### src/rtl/mask_drain_if.sv
// Handshake bundle for mask_drain: request vector in, one-hot select beats out.
// The slave modport is the drain itself; master is the upstream/consumer side.
interface mask_drain_if #(
  parameter int W = 32
);
  localparam int IW = $clog2(W);

  logic          i_mask_vld;
  logic [W-1:0]  i_mask;
  logic          o_mask_rdy;
  logic          o_sel_vld;
  logic [W-1:0]  o_sel;
  logic [IW-1:0] o_sel_idx;
  logic          o_sel_last;
  logic          i_sel_rdy;
  logic          o_busy;

  modport master (
    output i_mask_vld, i_mask, i_sel_rdy,
    input  o_mask_rdy, o_sel_vld, o_sel, o_sel_idx, o_sel_last, o_busy
  );

  modport slave (
    input  i_mask_vld, i_mask, i_sel_rdy,
    output o_mask_rdy, o_sel_vld, o_sel, o_sel_idx, o_sel_last, o_busy
  );
endinterface

### src/rtl/mask_drain.sv
// Serialises a multi-hot request vector into one-hot select beats in priority order.
// Optional MASK_DRAIN_BYPASS_EN lets the next vector load as the final beat retires.
module mask_drain #(
  parameter int W           = 32,
  parameter bit TOWARDS_LSB = 1'b1
) (
  input logic         clk,
  input logic         rst,
  mask_drain_if.slave bus
);
  localparam int IW = $clog2(W);

  typedef enum logic {
    IDLE,
    BUSY
  } state_t;

  state_t        state;
  logic [W-1:0]  pending;

  logic [W-1:0]  sel;
  logic [IW-1:0] idx;
  logic          last;
  logic          active;
  logic          mask_rdy;
  logic          mask_fire;
  logic          sel_fire;
  logic          mask_nonzero;

  // Later loop iterations overwrite earlier ones, so the loop direction picks the winner.
  always_comb begin
    sel = '0;
    idx = '0;
    if (TOWARDS_LSB) begin
      for (int i = 0; i < W; i++) begin
        if (pending[i]) begin
          sel    = '0;
          sel[i] = 1'b1;
          idx    = i[IW-1:0];
        end
      end
    end else begin
      for (int i = W - 1; i >= 0; i--) begin
        if (pending[i]) begin
          sel    = '0;
          sel[i] = 1'b1;
          idx    = i[IW-1:0];
        end
      end
    end
  end

  assign last         = (pending & ~sel) == '0;
  assign active       = (state == BUSY) && !rst;
  assign mask_nonzero = |bus.i_mask;

`ifdef MASK_DRAIN_BYPASS_EN
  assign mask_rdy = !rst && ((state == IDLE) || ((state == BUSY) && bus.i_sel_rdy && last));
`else
  assign mask_rdy = !rst && (state == IDLE);
`endif

  assign mask_fire = bus.i_mask_vld && mask_rdy;
  assign sel_fire  = active && bus.i_sel_rdy;

  assign bus.o_mask_rdy = mask_rdy;
  assign bus.o_sel_vld  = active;
  assign bus.o_busy     = active;
  assign bus.o_sel      = active ? sel : '0;
  assign bus.o_sel_idx  = active ? idx : '0;
  assign bus.o_sel_last = active && last;

  // Retiring the final beat either empties the block or, with bypass, reloads it directly.
  always_ff @(posedge clk) begin
    if (rst) begin
      state   <= IDLE;
      pending <= '0;
    end else begin
      case (state)
        IDLE: begin
          if (mask_fire && mask_nonzero) begin
            pending <= bus.i_mask;
            state   <= BUSY;
          end
        end
        BUSY: begin
          if (sel_fire) begin
            if (last) begin
`ifdef MASK_DRAIN_BYPASS_EN
              if (mask_fire && mask_nonzero) begin
                pending <= bus.i_mask;
              end else begin
                pending <= '0;
                state   <= IDLE;
              end
`else
              pending <= '0;
              state   <= IDLE;
`endif
            end else begin
              pending <= pending & ~sel;
            end
          end
        end
      endcase
    end
  end
endmodule

### src/flat_wrapper.sv
// flat-port wrapper written by rule: the top's interface ports become plain ports
module mask_drain_flat 
#(
  parameter int W           = 32,
  parameter bit TOWARDS_LSB = 1'b1
)
  (clk, rst, bus_i_mask_vld, bus_i_mask, bus_i_sel_rdy, bus_o_mask_rdy, bus_o_sel_vld, bus_o_sel, bus_o_sel_idx, bus_o_sel_last, bus_o_busy);
  mask_drain_if #(.W(W)) bus_i ();
  input logic clk;
  input logic rst;
  input wire logic [$bits(bus_i.i_mask_vld)-1:0] bus_i_mask_vld;
  input wire logic [$bits(bus_i.i_mask)-1:0] bus_i_mask;
  input wire logic [$bits(bus_i.i_sel_rdy)-1:0] bus_i_sel_rdy;
  output wire logic [$bits(bus_i.o_mask_rdy)-1:0] bus_o_mask_rdy;
  output wire logic [$bits(bus_i.o_sel_vld)-1:0] bus_o_sel_vld;
  output wire logic [$bits(bus_i.o_sel)-1:0] bus_o_sel;
  output wire logic [$bits(bus_i.o_sel_idx)-1:0] bus_o_sel_idx;
  output wire logic [$bits(bus_i.o_sel_last)-1:0] bus_o_sel_last;
  output wire logic [$bits(bus_i.o_busy)-1:0] bus_o_busy;
  assign bus_i.i_mask_vld = bus_i_mask_vld;
  assign bus_i.i_mask = bus_i_mask;
  assign bus_i.i_sel_rdy = bus_i_sel_rdy;
  assign bus_o_mask_rdy = bus_i.o_mask_rdy;
  assign bus_o_sel_vld = bus_i.o_sel_vld;
  assign bus_o_sel = bus_i.o_sel;
  assign bus_o_sel_idx = bus_i.o_sel_idx;
  assign bus_o_sel_last = bus_i.o_sel_last;
  assign bus_o_busy = bus_i.o_busy;
  mask_drain #(.W(W), .TOWARDS_LSB(TOWARDS_LSB)) u_core (.clk(clk), .rst(rst), .bus(bus_i));
endmodule
### config.mk
export PLATFORM = sky130hd
export DESIGN_NAME = mask_drain_flat
export DESIGN_NICKNAME = d
export VERILOG_FILES = /design/src/rtl/mask_drain_if.sv /design/src/rtl/mask_drain.sv /design/src/flat_wrapper.sv
export SDC_FILE = /design/constraint.sdc
export NUM_CORES = 1
export LEC_CHECK = 0
export CORE_MARGIN = 3
export CORE_UTILIZATION = 40
export DETAILED_ROUTE_END_ITERATION = 8
export PLACE_DENSITY = 0.81
export SLEW_MARGIN = 20
export SYNTH_ARGS = -nofsm -noshare
export SYNTH_HDL_FRONTEND = slang
export SYNTH_SLANG_ARGS = --single-unit
### constraint.sdc
create_clock -name clk -period 3.3 [get_ports clk]
set_clock_uncertainty 0.05 [all_clocks]
set_input_delay 0.99 -clock clk [delete_from_list [all_inputs] [get_ports clk]]
set_output_delay 0.99 -clock clk [all_outputs]
set_load 0.005 [all_outputs]
After elaboration in Yosys (flattened, before gate mapping):

Cells that the tools add are included.

* flip-flop bits (word level): 33
* bits of input ports: 36
* output and inout port bits: 41
* logic and storage cells: 90

* equal/unequal tests: 2
* mux-type cells: 73
* bitwise logic cells: 3
* reduce and logical (&&, ||, !) cells: 10

Operators with widths (number)
* $mux W32: 35
* $mux W5: 17
* $pmux W32 S2: 1
* $and A32 B32 Y32: 1
* $logic_not A32 Y1: 1
* $mux W4: 8
* $not A32 Y32: 1
* $reduce_or A32 Y1: 1
* $mux W3: 4
* $logic_and A1 B1 Y1: 6
* $mux W1: 5
* $mux W2: 2
* $ne A2 B2 Y1 const B: 2
* $pmux W1 S2: 1
* $reduce_and A2 Y1: 1
* $logic_not A1 Y1: 1
* $not A1 Y1: 1

Logic depth before layout (Yosys ltp):

* depth after elaboration: 38
* depth in mapped cells: 9
* depth with buffers taken out: 7

Worst setup path before layout:

OpenSTA, ideal clock, no wires.

* kind: register to output
* start: reg u_core.pending[31]
* end: out bus_o_sel_last
* arrival time: 2.307 ns
* data required time: 2.260 ns
* path slack: -0.047 ns
* cell stages (with the launch flop): 8
* path buffers: 1
* cells stage by stage: dfxtp_1 -> buf_6 -> nor4_4 -> nand3_2 -> or4_4 -> maj3_2 -> a2111oi_4 -> nor3b_1

* cells in the longest elaborated chain, start to end: 5

Ends and longest elaborated chain
* start, declared: line mask_drain.sv:19 `logic [W-1:0] pending;`
* start signal, assigned: line mask_drain.sv:82 `pending <= bus.i_mask;`
* start signal, assigned: line mask_drain.sv:101 `pending <= pending & ~sel;`
* $mux W32: line mask_drain.sv:36 `if (pending[i]) begin`
* $not A32 Y32: line mask_drain.sv:53 `assign last = (pending & ~sel) == '0;`
* $and A32 B32 Y32 *: line mask_drain.sv:53
* $logic_not A32 Y1 *: line mask_drain.sv:53
* $logic_and A1 B1 Y1 *: line mask_drain.sv:71 `assign bus.o_sel_last = active && last;`
* end, declared: line flat_wrapper.sv:18 `output wire logic [$bits(bus_i.o_sel_last)-1:0] bus_o_sel_last;`

Mark *: on every way between the ends. The rest lies on a longest branch, timed or not.

Worst setup path after layout:

* start: reg u_core.pending[7]
* end: out bus_o_sel_last

* cells in the longest elaborated chain, start to end: 29

Ends and longest elaborated chain (line)
* $mux W32 (25 in a row): mask_drain.sv:36
* $not A32 Y32: mask_drain.sv:53
* $and A32 B32 Y32 *: mask_drain.sv:53
* $logic_not A32 Y1 *: mask_drain.sv:53
* $logic_and A1 B1 Y1 *: mask_drain.sv:71

Marks and branches as above.

==> run summary <==
In this run, distinct cell masters in the synthesized netlist total 61. The part of the cycle the worst path needs came out at 119%. The maximum single-stage delay on the critical path was 0.58 ns; the number of DRC violations after detailed routing was 0.

The critical path goes through nor4_4, buf_4, nand4b_1, or4_4, maj3_2, a2111oi_4, nor3b_2, buf_2. For the count of pins over their slew limit, the log shows 0. The number of warnings printed during yosys synthesis is 0.

End point of the critical path: bus_o_sel_last. A synthesized cell averages 7.20 µm². Compared with the post-synthesis result, the final layout area differs by 68.0%. The tools report the sequential group share of total power as 25.5%. The pre-antenna-repair detailed-routing pass consisted of 6 iterations. The library cell used as clock root buffer is sky130_fd_sc_hd__clkbuf_8. Total power for the finished layout comes to 1.75 mW. Of all nets on the critical path, the largest fanout is 2.

Setup violations remaining at the end of the flow were counted as 4. The tools report the endpoint of the lowest-slack register-to-register path as u_core.state. The run gives 1.94 nW as the static power due to leakage. After synthesis the netlist holds a flip-flop and latch count of 33. The placed instances occupy a cell area of 0.00397 mm². The reg-to-reg startpoint was u_core.pending[7].

The tools report the antenna diode instance count as 0. The switching share of power came out at 36.2%. The flow ran to the end, but the final reports show violations. Nature of the critical path startpoint: a flop.

The synthesized net count is 401, and the mapped cell area is 0.00263 mm². The class of the worst hold path was flop to flop. The H-tree level count is 2.

After floorplanning, the core was sized to cover 0.00613 mm². For the worst setup path, the data required time is 2.26 ns. For flop-to-flop paths, the worst setup slack is 0.45 ns. Clock tree synthesis found a total of 33 sinks. The floorplan step set the die width to 87.1 µm. The analysis attributes to net switching a power of 0.634 mW.

In this run the tool buffered the top-level ports with 76 buffer cells. After floorplanning, the core was divided into 28 placement rows. The tool flagged a number of max-cap violations equal to 0. Synthesis produced a netlist whose cell count is 365. Global-route wire length before repair: 17400 µm. Setup repair after global routing could not meet its margin everywhere. Clock-pin slew was measured on the worst setup and hold paths at 0.08 ns.

Of the total power, the clock network draws 23.6%. In the final routed layout, each cell accounts on average for 18.9 µm. For the I/O pin count, the log shows 77.

For the last weighted congestion value of the routability-driven placer, the log shows 0.955. The number of nets at the end of the flow came out at 564. The worst setup path category is flop to output pin.

At the pin with the least slew margin, the transition time is 0.521 ns. The die covers 0.00758 mm². The die is 87.1 µm tall. The number of cells on the worst reg-to-reg path is 9. Slowest cell on the critical path: sky130_fd_sc_hd__or4_4. The power per cell area works out to 397 mW/mm². The remaining antenna violation count after routing was 0. Entering global routing, the biggest net connects 34 pins. The clock latency reported for the late side of the worst-skew pair was 0.30 ns; the final hold violation count was 0. The origin of the worst setup path was u_core.pending[7]. The worst supply voltage drop on vdd is 216 µV, and the via density per instance is 5.95. The fraction of layout instances using a drive strength above 1 works out to 36.1%. The overall global routing resource usage is 29.3%, and the post-placement worst setup slack is -0.629 ns. Shortest clock period the worst path allows after layout: 3.92 ns. The maximum count of clock buffers along a single path is 2. The initial utilization of the core area, before any placement, comes to 42.9%.

The final reports fail on setup timing. The normalized max-slew margin came out at 64.9%. The routed layout has 3594 vias.

After synthesis, flip-flops and latches occupy 25.1% of the total area. For the worst setup margin, the log shows -0.619 ns. For this block, the initial DRC count from the detailed router was 327. The logs give 0 for the global-route congestion overflow total and 2.88 ns for the arrival time at the worst endpoint. For the initial antenna violation count, the log shows 0. The cell internal power dissipation is 1.12 mW, and the number of global-route vias before repair is 3385. The tools report the area of the multi-input gates as 0.00195 mm². Counting the buffers created by CTS gives 5. The predominant post-synthesis flop cell is sky130_fd_sc_hd__dfxtp_1. For the filler cell count in the final layout, the log shows 465. The count of flip-flops with a built-in enable after synthesis works out to 0. The nature of the critical path endpoint was an output pin. Wires add up to 11400 µm. Based on the critical path, the design can be clocked at up to 0.255 GHz. In this run, the combinational gates consume 50.9% of the power. Detailed placement ended at an HPWL of 7690 µm. Registers take 666 µm².

The finished cells cover 0.00441 mm². For this run, asynchronously set or reset flops after synthesis account for 0%. TritonCTS built the clock tree.
final cells by class:
cell class	count	area share (%)
multi-input combinational	293	44.3
clock inverter	1	0.680
sequential	33	15.1
inverter	11	1.11
tap	75	2.13
timing repair buffer	184	34.8
clock buffer	7	1.96
per-stage QoR:
| stage | TNS [ns] | hold WS [ns] | instances | util (%) |
|---|---|---|---|---|
| after floorplan | 0 | 0.417 | 365 | - |
| after global placement | -14.61 | 0.448 | 576 | 64.7 |
| after detailed placement | -16.01 | 0.465 | 576 | 64.7 |
| after CTS | -0.598 | 0.478 | 598 | 70.4 |
| after global routing | -1.24 | 0.573 | 604 | 72.0 |
| final | -0.932 | 0.536 | 604 | 72.0 |
power groups by stage:
stage          logic, mW  registers [mW]  clock network [mW]
5_1_grt            0.945           0.447               0.429
6_report           0.891           0.446               0.414
4_1_cts            0.817           0.442               0.406
3_5_place_dp       0.729           0.449                   0
3_3_place_gp       0.721           0.448                   0
2_1_floorplan      0.376           0.456                   0
state kept, by name, summed over array words and instances (netlist names):
signal / count
u_core.pending: 32
u_core.state: 1
repair_timing:
item,in CTS,in global routing
buffers inserted,13,6
endpoints found under the setup margin,41,24
hold buffers,0,0
resized for setup,112,44
gates cloned,1,0
pin swaps,16,15
cells in the final DEF (no fill, tap or decap), types with 5 or more instances in the layout:
cell type / n
sky130_fd_sc_hd__clkdlybuf4s50_1: 35
sky130_fd_sc_hd__buf_4: 97
sky130_fd_sc_hd__o21ai_0: 26
sky130_fd_sc_hd__buf_6: 10
sky130_fd_sc_hd__and3_1: 10
sky130_fd_sc_hd__clkbuf_8: 6
sky130_fd_sc_hd__inv_1: 10
sky130_fd_sc_hd__nor2_1: 42
sky130_fd_sc_hd__dfxtp_1: 29
sky130_fd_sc_hd__nor4_2: 5
sky130_fd_sc_hd__a21oi_1: 30
sky130_fd_sc_hd__nand2_1: 43
sky130_fd_sc_hd__o21a_1: 6
sky130_fd_sc_hd__nor3_2: 5
sky130_fd_sc_hd__buf_2: 10
sky130_fd_sc_hd__nor4_1: 11
sky130_fd_sc_hd__a22oi_1: 15
sky130_fd_sc_hd__clkbuf_2: 8
sky130_fd_sc_hd__dlygate4sd2_1: 19
worst max-delay path, delay by kind of cell, from the launching register on:
kind | cells | cell delay (ns)
adder cells (fa/ha/maj) | 1 | 0.35
AO/OA/AOI/OAI | 1 | 0.33
AND/OR/NAND/NOR | 4 | 1.25
flip-flops | 1 | 0.36
buffers and inverters | 2 | 0.30
per-layer routing:
layer | part of all wire, % | vias up | track usage, %
met4 | 2.7 | 0 | 11.2
met1 | 41 | 1692 | 38.4
met2 | 48 | 208 | 48.0
met3 | 8.6 | 28 | 4.82
met5 | 0 | - | 0
li1 | - | 1666 | -
synth_stat cells (3+ instances only):
| cell type | number | area share [%] |
|---|---|---|
| sky130_fd_sc_hd__a211oi_1 | 4 | 1.1 |
| sky130_fd_sc_hd__a21boi_0 | 4 | 1.1 |
| sky130_fd_sc_hd__a21o_1 | 3 | 0.86 |
| sky130_fd_sc_hd__a21oi_1 | 30 | 5.7 |
| sky130_fd_sc_hd__a22oi_1 | 15 | 4.3 |
| sky130_fd_sc_hd__a2bb2oi_1 | 4 | 1.3 |
| sky130_fd_sc_hd__a31oi_1 | 3 | 0.71 |
| sky130_fd_sc_hd__and2_1 | 3 | 0.71 |
| sky130_fd_sc_hd__and3_1 | 12 | 2.9 |
| sky130_fd_sc_hd__buf_6 | 3 | 1.3 |
| sky130_fd_sc_hd__clkbuf_1 | 16 | 2.3 |
| sky130_fd_sc_hd__clkbuf_8 | 5 | 2.6 |
| sky130_fd_sc_hd__dfxtp_1 | 33 | 25 |
| sky130_fd_sc_hd__inv_1 | 11 | 1.6 |
| sky130_fd_sc_hd__nand2_1 | 45 | 6.4 |
| sky130_fd_sc_hd__nand3_1 | 3 | 0.57 |
| sky130_fd_sc_hd__nand4_1 | 4 | 0.95 |
| sky130_fd_sc_hd__nor2_1 | 49 | 7.0 |
| sky130_fd_sc_hd__nor2b_1 | 3 | 0.71 |
| sky130_fd_sc_hd__nor3_1 | 9 | 1.7 |
| sky130_fd_sc_hd__nor4_1 | 15 | 3.6 |
| sky130_fd_sc_hd__nor4b_1 | 5 | 1.7 |
| sky130_fd_sc_hd__o21a_1 | 6 | 1.7 |
| sky130_fd_sc_hd__o21ai_0 | 29 | 5.5 |
| sky130_fd_sc_hd__or3_1 | 4 | 0.95 |
worst min path at each step:
| stage | startpoint | endpoint | slack, ns | cells after the start |
|---|---|---|---|---|
| 2_1_floorplan | u_core.pending[0] | u_core.pending[0] | 0.42 | 2 |
| 3_3_place_gp | u_core.pending[0] | u_core.pending[0] | 0.45 | 2 |
| 3_5_place_dp | u_core.pending[0] | u_core.pending[0] | 0.46 | 2 |
| 4_1_cts | u_core.pending[0] | u_core.pending[0] | 0.48 | 2 |
| 5_1_grt | u_core.pending[0] | u_core.pending[0] | 0.57 | 2 |
| 6_report | u_core.pending[0] | u_core.pending[0] | 0.54 | 2 |
kinds of logic (layout without fill, tap and decap cells):
kind of cell / after synthesis / count (layout) / share of synthesized area (%)
flops: 33 / 33 / 25.1
simple gates: 174 / 174 / 35.8
fa+ha+maj: 2 / 2 / 0.810
compound gates: 117 / 117 / 29.4
buf+inv: 39 / 203 / 8.81
No activity file was read; power rests on OpenSTA's default activity.
